File: config.mk
export PLATFORM = sky130hd
export DESIGN_NAME = hazard_ctrl
export DESIGN_NICKNAME = d
export VERILOG_FILES = /design/src/rtl/hazard_ctrl.sv
export SDC_FILE = /design/constraint.sdc
export NUM_CORES = 1
export LEC_CHECK = 0
export BUFFER_PORTS_ARGS = -buffer_cell sky130_fd_sc_hd__buf_2
export CAP_MARGIN = 0
export CELL_PAD_IN_SITES_DETAIL_PLACEMENT = 0
export CELL_PAD_IN_SITES_GLOBAL_PLACEMENT = 1
export CORE_MARGIN = 5
export CORE_UTILIZATION = 36
export DETAILED_ROUTE_END_ITERATION = 7
export HOLD_SLACK_MARGIN = 0.15
export PLACE_DENSITY_LB_ADDON = 0.12
export SYNTH_ARGS = -nofsm -noshare
export SYNTH_HDL_FRONTEND = slang
export SYNTH_SLANG_ARGS = --single-unit
File: constraint.sdc
create_clock -name clk -period 1.9 [get_ports clk]
set_input_delay 0.38 -clock clk [delete_from_list [all_inputs] [get_ports clk]]
set_output_delay 0.38 -clock clk [all_outputs]
set_load 0.01 [all_outputs]
File: src/rtl/hazard_ctrl.sv
// hazard_ctrl: pipeline sequencing controller for the 5-stage core.
//   Stalls the front end on load-use hazards that forwarding cannot cover,
//   flushes IF/ID and ID/EX on taken branches, and sequences the multi-cycle
//   MUL/DIV unit with an EX freeze and a watchdog that halts the pipe.
//
// Ports
//   clk, rst_n                      clock, async active-low reset
//   id_rs1/id_rs2, id_use_rs1/2     source registers of the decoding instruction
//   ex_memRead, ex_rd               load in EX and its destination
//   ex_md_op                        MUL/DIV in EX
//   ex_br_taken                     branch/jump in EX resolved taken
//   md_done                         MUL/DIV result valid pulse
//   pc_en, ifid_en, idex_en         pipeline register write enables
//   ifid_flush, idex_flush          load NOP / bubble into IF/ID, ID/EX
//   exmem_bubble                    EX/MEM loads bubble instead of EX result
//   md_start                        MUL/DIV start pulse
//   md_timeout                      sticky watchdog error
//   stall_cycles                    saturating count of cycles with pc_en==0
//
// state     | meaning
// ----------+--------------------------------------------------------------
// S_RUN     | normal flow; hazard / branch / MD-issue decisions
// S_MD_WAIT | EX frozen waiting for md_done; watchdog counting
// S_HALT    | watchdog expired; pipeline frozen until reset

module hazard_ctrl #(
   parameter int MD_TIMEOUT = 34,
   parameter int CNT_W      = 32
) (
   input  logic             clk,
   input  logic             rst_n,
   input  logic [4:0]       id_rs1,
   input  logic [4:0]       id_rs2,
   input  logic             id_use_rs1,
   input  logic             id_use_rs2,
   input  logic             ex_memRead,
   input  logic [4:0]       ex_rd,
   input  logic             ex_md_op,
   input  logic             ex_br_taken,
   input  logic             md_done,
   output logic             pc_en,
   output logic             ifid_en,
   output logic             ifid_flush,
   output logic             idex_en,
   output logic             idex_flush,
   output logic             exmem_bubble,
   output logic             md_start,
   output logic             md_timeout,
   output logic [CNT_W-1:0] stall_cycles
);

   localparam int WD_W = $clog2(MD_TIMEOUT + 1);

   typedef enum logic [1:0] {
      S_RUN     = 2'd0,
      S_MD_WAIT = 2'd1,
      S_HALT    = 2'd2
   } state_t;

   state_t           state_q, state_d;
   logic [WD_W-1:0]  wd_q, wd_d;
   logic             md_timeout_q, md_timeout_d;
   logic [CNT_W-1:0] stall_q, stall_d;

   logic load_use;
   logic wd_expire;

   assign load_use = ex_memRead && (ex_rd != 5'd0) &&
                     ((id_use_rs1 && (ex_rd == id_rs1)) ||
                      (id_use_rs2 && (ex_rd == id_rs2)));

   // Last waiting cycle without md_done: the error is flagged in this very
   // cycle and then held by the sticky register.
   assign wd_expire = (state_q == S_MD_WAIT) && !md_done &&
                      (wd_q == WD_W'(MD_TIMEOUT - 1));

   always_comb begin
      pc_en        = 1'b1;
      ifid_en      = 1'b1;
      idex_en      = 1'b1;
      ifid_flush   = 1'b0;
      idex_flush   = 1'b0;
      exmem_bubble = 1'b0;
      md_start     = 1'b0;
      state_d      = state_q;
      wd_d         = wd_q;
      md_timeout_d = md_timeout_q;

      case (state_q)
         S_RUN: begin
            if (ex_br_taken) begin
               ifid_flush = 1'b1;
               idex_flush = 1'b1;
            end else if (ex_md_op) begin
               md_start     = 1'b1;
               pc_en        = 1'b0;
               ifid_en      = 1'b0;
               idex_en      = 1'b0;
               exmem_bubble = 1'b1;
               wd_d         = '0;
               state_d      = S_MD_WAIT;
            end else if (load_use) begin
               pc_en      = 1'b0;
               ifid_en    = 1'b0;
               idex_flush = 1'b1;
            end
         end
         S_MD_WAIT: begin
            pc_en   = 1'b0;
            ifid_en = 1'b0;
            idex_en = 1'b0;
            if (md_done) begin
               // Result goes to EX/MEM; bubble the MD op out of ID/EX so it
               // is not issued again when the front end resumes.
               idex_flush = 1'b1;
               wd_d       = '0;
               state_d    = S_RUN;
            end else begin
               exmem_bubble = 1'b1;
               wd_d         = wd_q + 1'b1;
               if (wd_expire) begin
                  md_timeout_d = 1'b1;
                  state_d      = S_HALT;
               end
            end
         end
         S_HALT: begin
            pc_en        = 1'b0;
            ifid_en      = 1'b0;
            idex_en      = 1'b0;
            exmem_bubble = 1'b1;
         end
         default: begin
            state_d = S_RUN;
         end
      endcase

      if (!rst_n) begin
         pc_en        = 1'b0;
         ifid_en      = 1'b0;
         idex_en      = 1'b0;
         ifid_flush   = 1'b0;
         idex_flush   = 1'b0;
         exmem_bubble = 1'b0;
         md_start     = 1'b0;
      end

      stall_d = stall_q;
      if (!pc_en && (stall_q != {CNT_W{1'b1}})) begin
         stall_d = stall_q + 1'b1;
      end
   end

   always_ff @(posedge clk or negedge rst_n) begin
      if (!rst_n) begin
         state_q      <= S_RUN;
         wd_q         <= '0;
         md_timeout_q <= 1'b0;
         stall_q      <= '0;
      end else begin
         state_q      <= state_d;
         wd_q         <= wd_d;
         md_timeout_q <= md_timeout_d;
         stall_q      <= stall_d;
      end
   end

   assign md_timeout   = md_timeout_q || wd_expire;
   assign stall_cycles = stall_q;

endmodule
==> impl_metrics.yaml, run 1 <==
synthesis:
  synth.most_common_cell: "dfrtp_1"
  synth_warnings: 0
  synth_commonest_cells: "dfrtp_1, nand2_1, xnor2_1, xor2_1, nor3_1"
  synth_largest_area_cell: "dfrtp_1"
  ys.flop_type: "dfrtp_1"
  synth_edf_count: 0
  ys_seq_area_share_pct: 43.0
  ys_top_cells_by_area: "dfrtp_1, xnor2_1, xor2_1, ha_1, nand2_1"
  synth_seq_cells: 41
  syn_area_per_cell_um2: 9.82
  synthCells: 243
  ys_types: 45
  syn_nets: 273
  synth_top_area_share_pct: 43.0
  async_flop_share_pct: 100
  netlist_area_um2: 2390
worst_setup_path:
  startpoint_type: "flip-flop"
  cp-end-kind: "primary output"
  crit_fanout: 4
  r2r_slack_ps: -130
  worstPathRequired_ps: 1520
  reg2regPathDepth: 10
  r2r_end: "stall_cycles[29]$_DFFE_PN0P_"
  crit_arrival_ps: 1670
  crit_type: "flip-flop to primary output"
  reg2reg_from: "state_q[1]$_DFFE_PN0P_"
die:
  die_y_um: 91.4
  num_rows: 29
  die_w_um: 91.4
  pin_count: 63
  dieArea_um2: 8360
  coreArea_um2: 6390
  initial_utilization_pct: 37.4
layout:
  drive_above_1_share_pct: 49.3
  layout.nets: 410
  num_antenna_cells: 0
  final_area_um2: 3780
  syn2layout_area_growth_pct: 58.4
  nFillCells: 589
detailed_routing:
  vias: 2265
  drt_iter0_drc: 69
  ant_nets: 0
  dr.pass1.iters: 4
  drc: 0
  finalWirelength_um: 6750
  drt-wirelength-per-cell_um: 14.7
  viasPerCell: 4.95
clocking:
  worstSkewPairLatency_ps: 300
  cts.sinks: 41
  cts_buffer_depth: 2
  cts_tree: "done"
  clk_pin_slew_ps: 90
  cts_hold_buffers: 0
  cts_root_buf: "clkbuf_8"
  h-tree-depth: 2
  cts_made_buffers: 5
sta:
  max_slew_margin_pct: 63.7
  tns_ps: -1950
  rsz0062_at_grt: "yes"
  hold_viol: 0
  hold_ws_ps: 168
  layout_setup_ws_ps: -154
  fin_crit_sh_pct: 108
  setup_violations: 22
  slew_violations: 0
  tightestPinTransition_ps: 545
  timing.final.crit_period_ps: 2050
  skew_ps: 11.0
  fmax_mhz: 487
grt:
  gr-total-overflow: 0
  grt.total_usage_pct: 16.3
  grt_pass1_wl_um: 11200
  grt_max_degree: 42
  antenna_found_initial: 0
  grt_pass1_vias: 2345
run_status:
  status: "finished, violations left"
  violations: "negative setup slack"
power_and_ir_drop:
  leakage_nw: 1.88
  p_total_w: 0.00322
  irDropWorstVdd_mv: 0.528
  power.density_nw_per_um2: 852
placed_design:
  dp_hpwl_um: 5020
  place_area_um2: 3340
  io_buffers: 62
  routabilityCongestion: 0.757
flow_run:
  maxCapViolCount: 0
worst_hold_path:
  hold_class: "input port to asynchronous set/reset pin"
## critical path: stages, from the launching register on
cell and delay (ps):
dfrtp_1 370, inv_2 60, ha_4 160, and3b_2 220
a211oi_4 190, buf_6 140, o21ai_4 70, inv_4 70
buf_6 90
## cells by family (layout without fill, tap and decap cells)
logic type | count (synthesis) | in the layout | synth area share (%)
xor gates and xnor gates | 40 | 40 | 14.7
AOI/OAI and AO/OA | 31 | 31 | 8.44
and+or+nand+nor | 108 | 108 | 26.7
adders and majority gates | 7 | 7 | 3.67
DFF | 41 | 41 | 43.0
buffers and inverters | 15 | 153 | 3.04
muxes | 1 | 1 | 0.472
## cells in the final DEF (no fill, tap or decap), types with 4 or more instances in the layout
| cell | Yosys | layout |
|---|---|---|
| a21oi_1 | 7 | 7 |
| buf_2 | 1 | 53 |
| buf_4 | 2 | 63 |
| buf_6 | 1 | 15 |
| clkbuf_8 | 0 | 5 |
| dfrtp_1 | 41 | 41 |
| ha_1 | 7 | 5 |
| inv_1 | 11 | 8 |
| nand2_1 | 23 | 20 |
| nand2b_1 | 4 | 4 |
| nand3_1 | 12 | 12 |
| nand4_1 | 11 | 11 |
| nor2_1 | 13 | 10 |
| nor3_1 | 17 | 10 |
| nor3_4 | 0 | 5 |
| nor4_4 | 3 | 6 |
| o21ai_0 | 11 | 9 |
| xnor2_1 | 22 | 21 |
| xor2_1 | 18 | 14 |
| xor2_2 | 0 | 4 |
## power by group
part | total [W] | internal (W) | leakage (nW) | switching [W]
registers | 0.00110 | 0.000990 | 0.540 | 0.000109
clock network | 0.000576 | 0.000259 | 0.0374 | 0.000317
logic | 0.00155 | 0.000797 | 1.30 | 0.000752
total | 0.00322 | 0.00205 | 1.88 | 0.00118
## through the flow
| stage | utilization, % | setup WS, ps | instances |
|---|---|---|---|
| after floorplan | - | -136 | 243 |
| after global placement | 52.3 | -259 | 437 |
| after detailed placement | 52.3 | -288 | 437 |
| after CTS | 56.2 | -172 | 453 |
| after global routing | 59.2 | -240 | 458 |
| final | 59.2 | -154 | 458 |
## sequential cells by signal (all words and copies together) (netlist names)
name,flops
md_timeout_q,1
stall_cycles,32
state_q,2
wd_q,6
## worst max path at each step
stage	from	end	slack (ps)	cells past startpoint
after global routing	state_q[0]$_DFFE_PN0P_	pc_en	-240	8
after global placement	ex_rd[1]	stall_cycles[29]$_DFFE_PN0P_	-260	8
final	state_q[1]$_DFFE_PN0P_	ifid_en	-150	8
after detailed placement	ex_rd[1]	stall_cycles[27]$_DFFE_PN0P_	-290	8
after CTS	state_q[1]$_DFFE_PN0P_	ifid_en	-170	8
after floorplan	state_q[1]$_DFFE_PN0P_	pc_en	-140	8
## layer usage
metal / track usage (%) / vias up / share of wire (%)
met2: 27.6 / 50 / 49
met4: 4.52 / 0 / 1.4
met5: 0 / - / 0
met1: 20.6 / 1079 / 44
met3: 4.05 / 8 / 5.2
li1: - / 1128 / -
## timing repair
item,in CTS,in global routing
gates resized for setup,20,32
endpoints found under the setup margin,25,32
setup buffers,9,5
pin swaps,9,26
## final cells by class
class	instances	area (µm²)	area share [%]
sequential	41	1030	27.1
multi-input combinational	187	1560	41.3
clock inverter	2	15.0	0.397
inverter	11	43.8	1.16
timing repair buffer	134	967	25.6
clock buffer	6	72.6	1.92
tap	77	96.3	2.55
Power figures use the tool's default switching activity.
==> run 2: changes to the inputs <==
--- a/config.mk
+++ b/config.mk
@@ -6,9 +6,9 @@
 export NUM_CORES = 1
 export LEC_CHECK = 0
 export BUFFER_PORTS_ARGS = -buffer_cell sky130_fd_sc_hd__buf_2
-export CAP_MARGIN = 0
 export CELL_PAD_IN_SITES_DETAIL_PLACEMENT = 0
 export CELL_PAD_IN_SITES_GLOBAL_PLACEMENT = 1
+export CORE_ASPECT_RATIO = 0.75
 export CORE_MARGIN = 5
 export CORE_UTILIZATION = 36
 export DETAILED_ROUTE_END_ITERATION = 7
==> impl_metrics.yaml, run 2 (synthesized netlist as in run 1, its figures left out) <==
clocking:
  cts_buffer_depth: 2
  clk_pin_slew_ps: 80
  worstSkewPairLatency_ps: 300
  cts.sinks: 41
  cts_made_buffers: 5
  cts_hold_buffers: 0
  cts_tree: "done"
  h-tree-depth: 2
  cts_root_buf: "clkbuf_8"
power_and_ir_drop:
  irDropWorstVdd_mv: 0.597
  leakage_nw: 1.88
  p_total_w: 0.00350
  power.density_nw_per_um2: 923
detailed_routing:
  drt_iter0_drc: 86
  wl_met1_um: 3330
  wl_met3_um: 253
  wl_met2_um: 2960
  highest_layer: "met4"
  vias: 2267
  drt-wirelength-per-cell_um: 14.2
  viasPerCell: 4.89
  ant_nets: 0
  finalWirelength_um: 6610
  dr.pass1.iters: 4
  drc: 0
layout:
  largest_reg_flops: 32
  final_cells: 464
  drive_above_1_share_pct: 48.6
  final_common_cell: "buf_4"
  num_antenna_cells: 0
  syn2layout_area_growth_pct: 58.9
  layout.nets: 412
  layout_common_cells: "buf_4, buf_2, dfrtp_1"
sta:
  slew_violations: 0
  max_slew_margin_pct: 64.1
  fin_crit_sh_pct: 110
  tightestPinTransition_ps: 538
  hold_viol: 0
  timing.final.crit_period_ps: 2080
  setup_violations: 20
  layout_setup_ws_ps: -181
  rsz0062_at_grt: "yes"
  fmax_mhz: 481
  skew_ps: 9.64
worst_setup_path:
  r2r_slack_ps: -140
  reg2reg_from: "state_q[0]$_DFFE_PN0P_"
  crit_fanout: 4
  r2r_end: "stall_cycles[11]$_DFFE_PN0P_"
  cp-end-kind: "primary output"
  reg2regPathDepth: 10
  crit_type: "flip-flop to primary output"
  worstPathRequired_ps: 1520
  setup.worst_path.start: "state_q[1]$_DFFE_PN0P_"
  crit_end: "ifid_en"
  startpoint_type: "flip-flop"
  crit_arrival_ps: 1700
grt:
  grt_pass1_vias: 2369
  grt_pass1_wl_um: 11400
  antenna_found_initial: 0
  grt.total_usage_pct: 16.8
  grt_max_degree: 42
  gr-total-overflow: 0
placed_design:
  dp_hpwl_um: 4940
  placed_cells: 441
  io_buffers: 62
  dp_slack_ps: -286
  routabilityCongestion: 0.798
die:
  dieArea_um2: 8380
  num_rows: 25
  initial_utilization_pct: 37.4
  coreArea_um2: 6380
  pin_count: 63
  die_w_um: 104
  die_y_um: 80.5
flow_run:
  maxCapViolCount: 0
run_status:
  violations: "negative setup slack"
  status: "finished, violations left"
worst_hold_path:
  hold_class: "input port to asynchronous set/reset pin"
==> run 2: report_power, final <==
group	leakage, nW	switching (W)	internal [W]
registers	0.540	0.0000835	0.000990
logic	1.28	0.000805	0.000889
clock network	0.0585	0.000304	0.000429
total	1.88	0.00119	0.00231
==> run 2: routing by layer <==
| metal | GRT usage (%) | vias to the layer above |
|---|---|---|
| li1 | - | 1136 |
| met1 | 23.1 | 1085 |
| met2 | 27.0 | 39 |
| met3 | 3.53 | 7 |
| met4 | 4.27 | 0 |
| met5 | 0 | - |
==> run 2: final cells by class <==
cell class	count	area (µm²)
Multi-Input combinational cell	187	1530
Timing Repair Buffer	136	976
Tap cell	81	101
Clock buffer	7	86.3
Inverter	11	43.8
Sequential cell	41	1030
Fill cell	566	2590
Clock inverter	1	30.0
==> run 2: per-stage QoR <==
| stage | setup TNS, ps | hold slack [ps] | utilization [%] | cell area [µm²] |
|---|---|---|---|---|
| floorplan | -1260 | 84.4 | - | 2500 |
| global placement | -6540 | 441 | 52.2 | 3330 |
| detailed placement | -6680 | 450 | 52.2 | 3330 |
| CTS | -1890 | 173 | 57.5 | 3670 |
| global route | -4640 | 197 | 59.5 | 3790 |
| finish | -1960 | 157 | 59.5 | 3790 |
==> run 2: repair_timing <==
action / in CTS / in global routing
setup endpoints to repair: 22 / 37
pin swaps: 7 / 11
buffers inserted: 8 / 7
gates resized for setup: 31 / 15
endpoints found under the hold margin: 0 / 0
cloned: 0 / 1
==> run 2: worst max-delay path, cell delays in order, from the launching register on <==
cell	delay, ps
dfrtp_1	370
inv_2	60
ha_4	160
and3b_2	220
a211oi_4	200
buf_4	160
o21ai_4	70
inv_4	70
buf_6	90
==> run 2: worst min-delay path by stage <==
stage                          endpoint  slack [ps]
3_3_place_gp   md_timeout_q$_DFFE_PN0P_         440
2_1_floorplan  md_timeout_q$_DFFE_PN0P_          80
3_5_place_dp   md_timeout_q$_DFFE_PN0P_         450
5_1_grt        md_timeout_q$_DFFE_PN0P_         200
6_report       md_timeout_q$_DFFE_PN0P_         160
4_1_cts             wd_q[2]$_DFFE_PN0P_         170
==> run 3: changes to the inputs <==
--- a/config.mk
+++ b/config.mk
@@ -14,6 +14,7 @@
 export DETAILED_ROUTE_END_ITERATION = 7
 export HOLD_SLACK_MARGIN = 0.15
 export PLACE_DENSITY_LB_ADDON = 0.12
+export SKIP_CTS_REPAIR_TIMING = 1
 export SYNTH_ARGS = -nofsm -noshare
 export SYNTH_HDL_FRONTEND = slang
 export SYNTH_SLANG_ARGS = --single-unit
==> impl_metrics.yaml, run 3 (synthesized netlist as in run 1, its figures left out) <==
run_status:
  status: "finished, violations left"
  violations: "negative setup slack"
sta:
  hold_viol: 0
  fmax_mhz: 477
  timing.final.crit_period_ps: 2100
  setup_violations: 24
  max_slew_margin_pct: 63.4
  fin_crit_sh_pct: 110
  tns_ps: -2360
  tightestPinTransition_ps: 550
  layout_setup_ws_ps: -198
  skew_ps: 9.82
  hold_ws_ps: 158
  rsz0062_at_grt: "yes"
  slew_violations: 0
worst_setup_path:
  reg2regPathDepth: 10
  crit_fanout: 5
  startpoint_type: "flip-flop"
  r2r_slack_ps: -170
  worstPathRequired_ps: 1520
  crit_type: "flip-flop to primary output"
  crit_arrival_ps: 1720
  cp-end-kind: "primary output"
flow_run:
  maxCapViolCount: 0
detailed_routing:
  ant_nets: 0
  drc: 0
  finalWirelength_um: 6560
  drt_iter0_drc: 97
  drt-wirelength-per-cell_um: 14.2
  viasPerCell: 4.89
  dr.pass1.iters: 4
  vias: 2260
clocking:
  h-tree-depth: 2
  worstSkewPairLatency_ps: 300
  cts.sinks: 41
  cts_tree: "done"
  cts_made_buffers: 5
  cts_buffer_depth: 2
  clk_pin_slew_ps: 80
  cts_root_buf: "clkbuf_8"
layout:
  layout_common_cells: "buf_4, buf_2, dfrtp_1"
  fin_util_pct: 58.4
  largest_reg_flops: 32
  num_antenna_cells: 0
  syn2layout_area_growth_pct: 56.0
  final_common_cell: "buf_4"
  layout.nets: 410
  drive_above_1_share_pct: 49.1
die:
  die_y_um: 80.5
  coreArea_um2: 6380
  initial_utilization_pct: 37.4
  pin_count: 63
  dieArea_um2: 8380
  die_w_um: 104
  num_rows: 25
grt:
  grt_pass1_wl_um: 10900
  grt_pass1_vias: 2251
  grt_max_degree: 42
  gr-total-overflow: 0
  grt.total_usage_pct: 16.1
  antenna_found_initial: 0
power_and_ir_drop:
  irDropWorstVdd_mv: 0.597
  leakage_nw: 1.86
  power.density_nw_per_um2: 903
  p_total_w: 0.00336
worst_hold_path:
  hold_class: "input port to asynchronous set/reset pin"
placed_design:
  routabilityCongestion: 0.798
  dp_hpwl_um: 4940
  io_buffers: 62
## run 3: cell count changes in the layout (fill, tap and decap cells not counted), moves of 2 or more
| cell | change |
|---|---|
| buf_2 | +3 |
| buf_4 | +4 |
| nand3_1 | -3 |
| buf_6 | -8 |
| nand3_2 | +3 |
| xor2_2 | -2 |
| xor2_1 | +2 |
## run 3: per-layer routing
metal / vias up / wire (µm) / GRT usage, % / part of all wire (%)
met5: - / 0 / 0 / 0
met4: 0 / 63 / 4.27 / 0.96
met3: 7 / 274 / 3.78 / 4.2
met2: 41 / 2920 / 25.0 / 44
met1: 1073 / 3300 / 22.5 / 50
li1: 1139 / - / - / -
## run 3: worst max-delay path, stage by stage, from the launching register on
cell and delay (ps):
dfrtp_1 370, inv_2 60, ha_4 170, and3b_2 240, a211oi_4 180, buf_4 160
o21ai_4 70, inv_4 70, buf_6 90
## run 3: final timing paths
check,from,to
max,state_q[1]$_DFFE_PN0P_,ifid_en
max reg2reg,state_q[1]$_DFFE_PN0P_,stall_cycles[11]$_DFFE_PN0P_
min reg2reg,md_timeout_q$_DFFE_PN0P_,md_timeout_q$_DFFE_PN0P_
max in group asynchronous,rst_n,stall_cycles[15]$_DFFE_PN0P_
min,rst_n,md_timeout_q$_DFFE_PN0P_
min in group clk,md_timeout_q$_DFFE_PN0P_,md_timeout_q$_DFFE_PN0P_
## run 3: report_power, final
group	switching [W]	internal [W]	leakage [nW]	total, W
Clock	0.000305	0.000429	0.0585	0.000734
Combinational	0.000776	0.000790	1.26	0.00157
Sequential	0.0000738	0.000990	0.539	0.00106
## run 3: per-stage QoR
stage | setup slack (ps) | area [µm²] | std cells
floorplan | -136 | 2500 | 243
global route | -289 | 3720 | 462
global placement | -279 | 3330 | 441
CTS | -386 | 3450 | 449
finish | -198 | 3720 | 462
detailed placement | -286 | 3330 | 441
## run 3: layout make-up
type,count,area [µm²]
tap,81,101
sequential,41,1030
clock inverter,1,30.0
timing repair buffer,134,906
multi-input combinational,187,1530
clock buffer,7,86.3
inverter,11,43.8
fill,574,2660
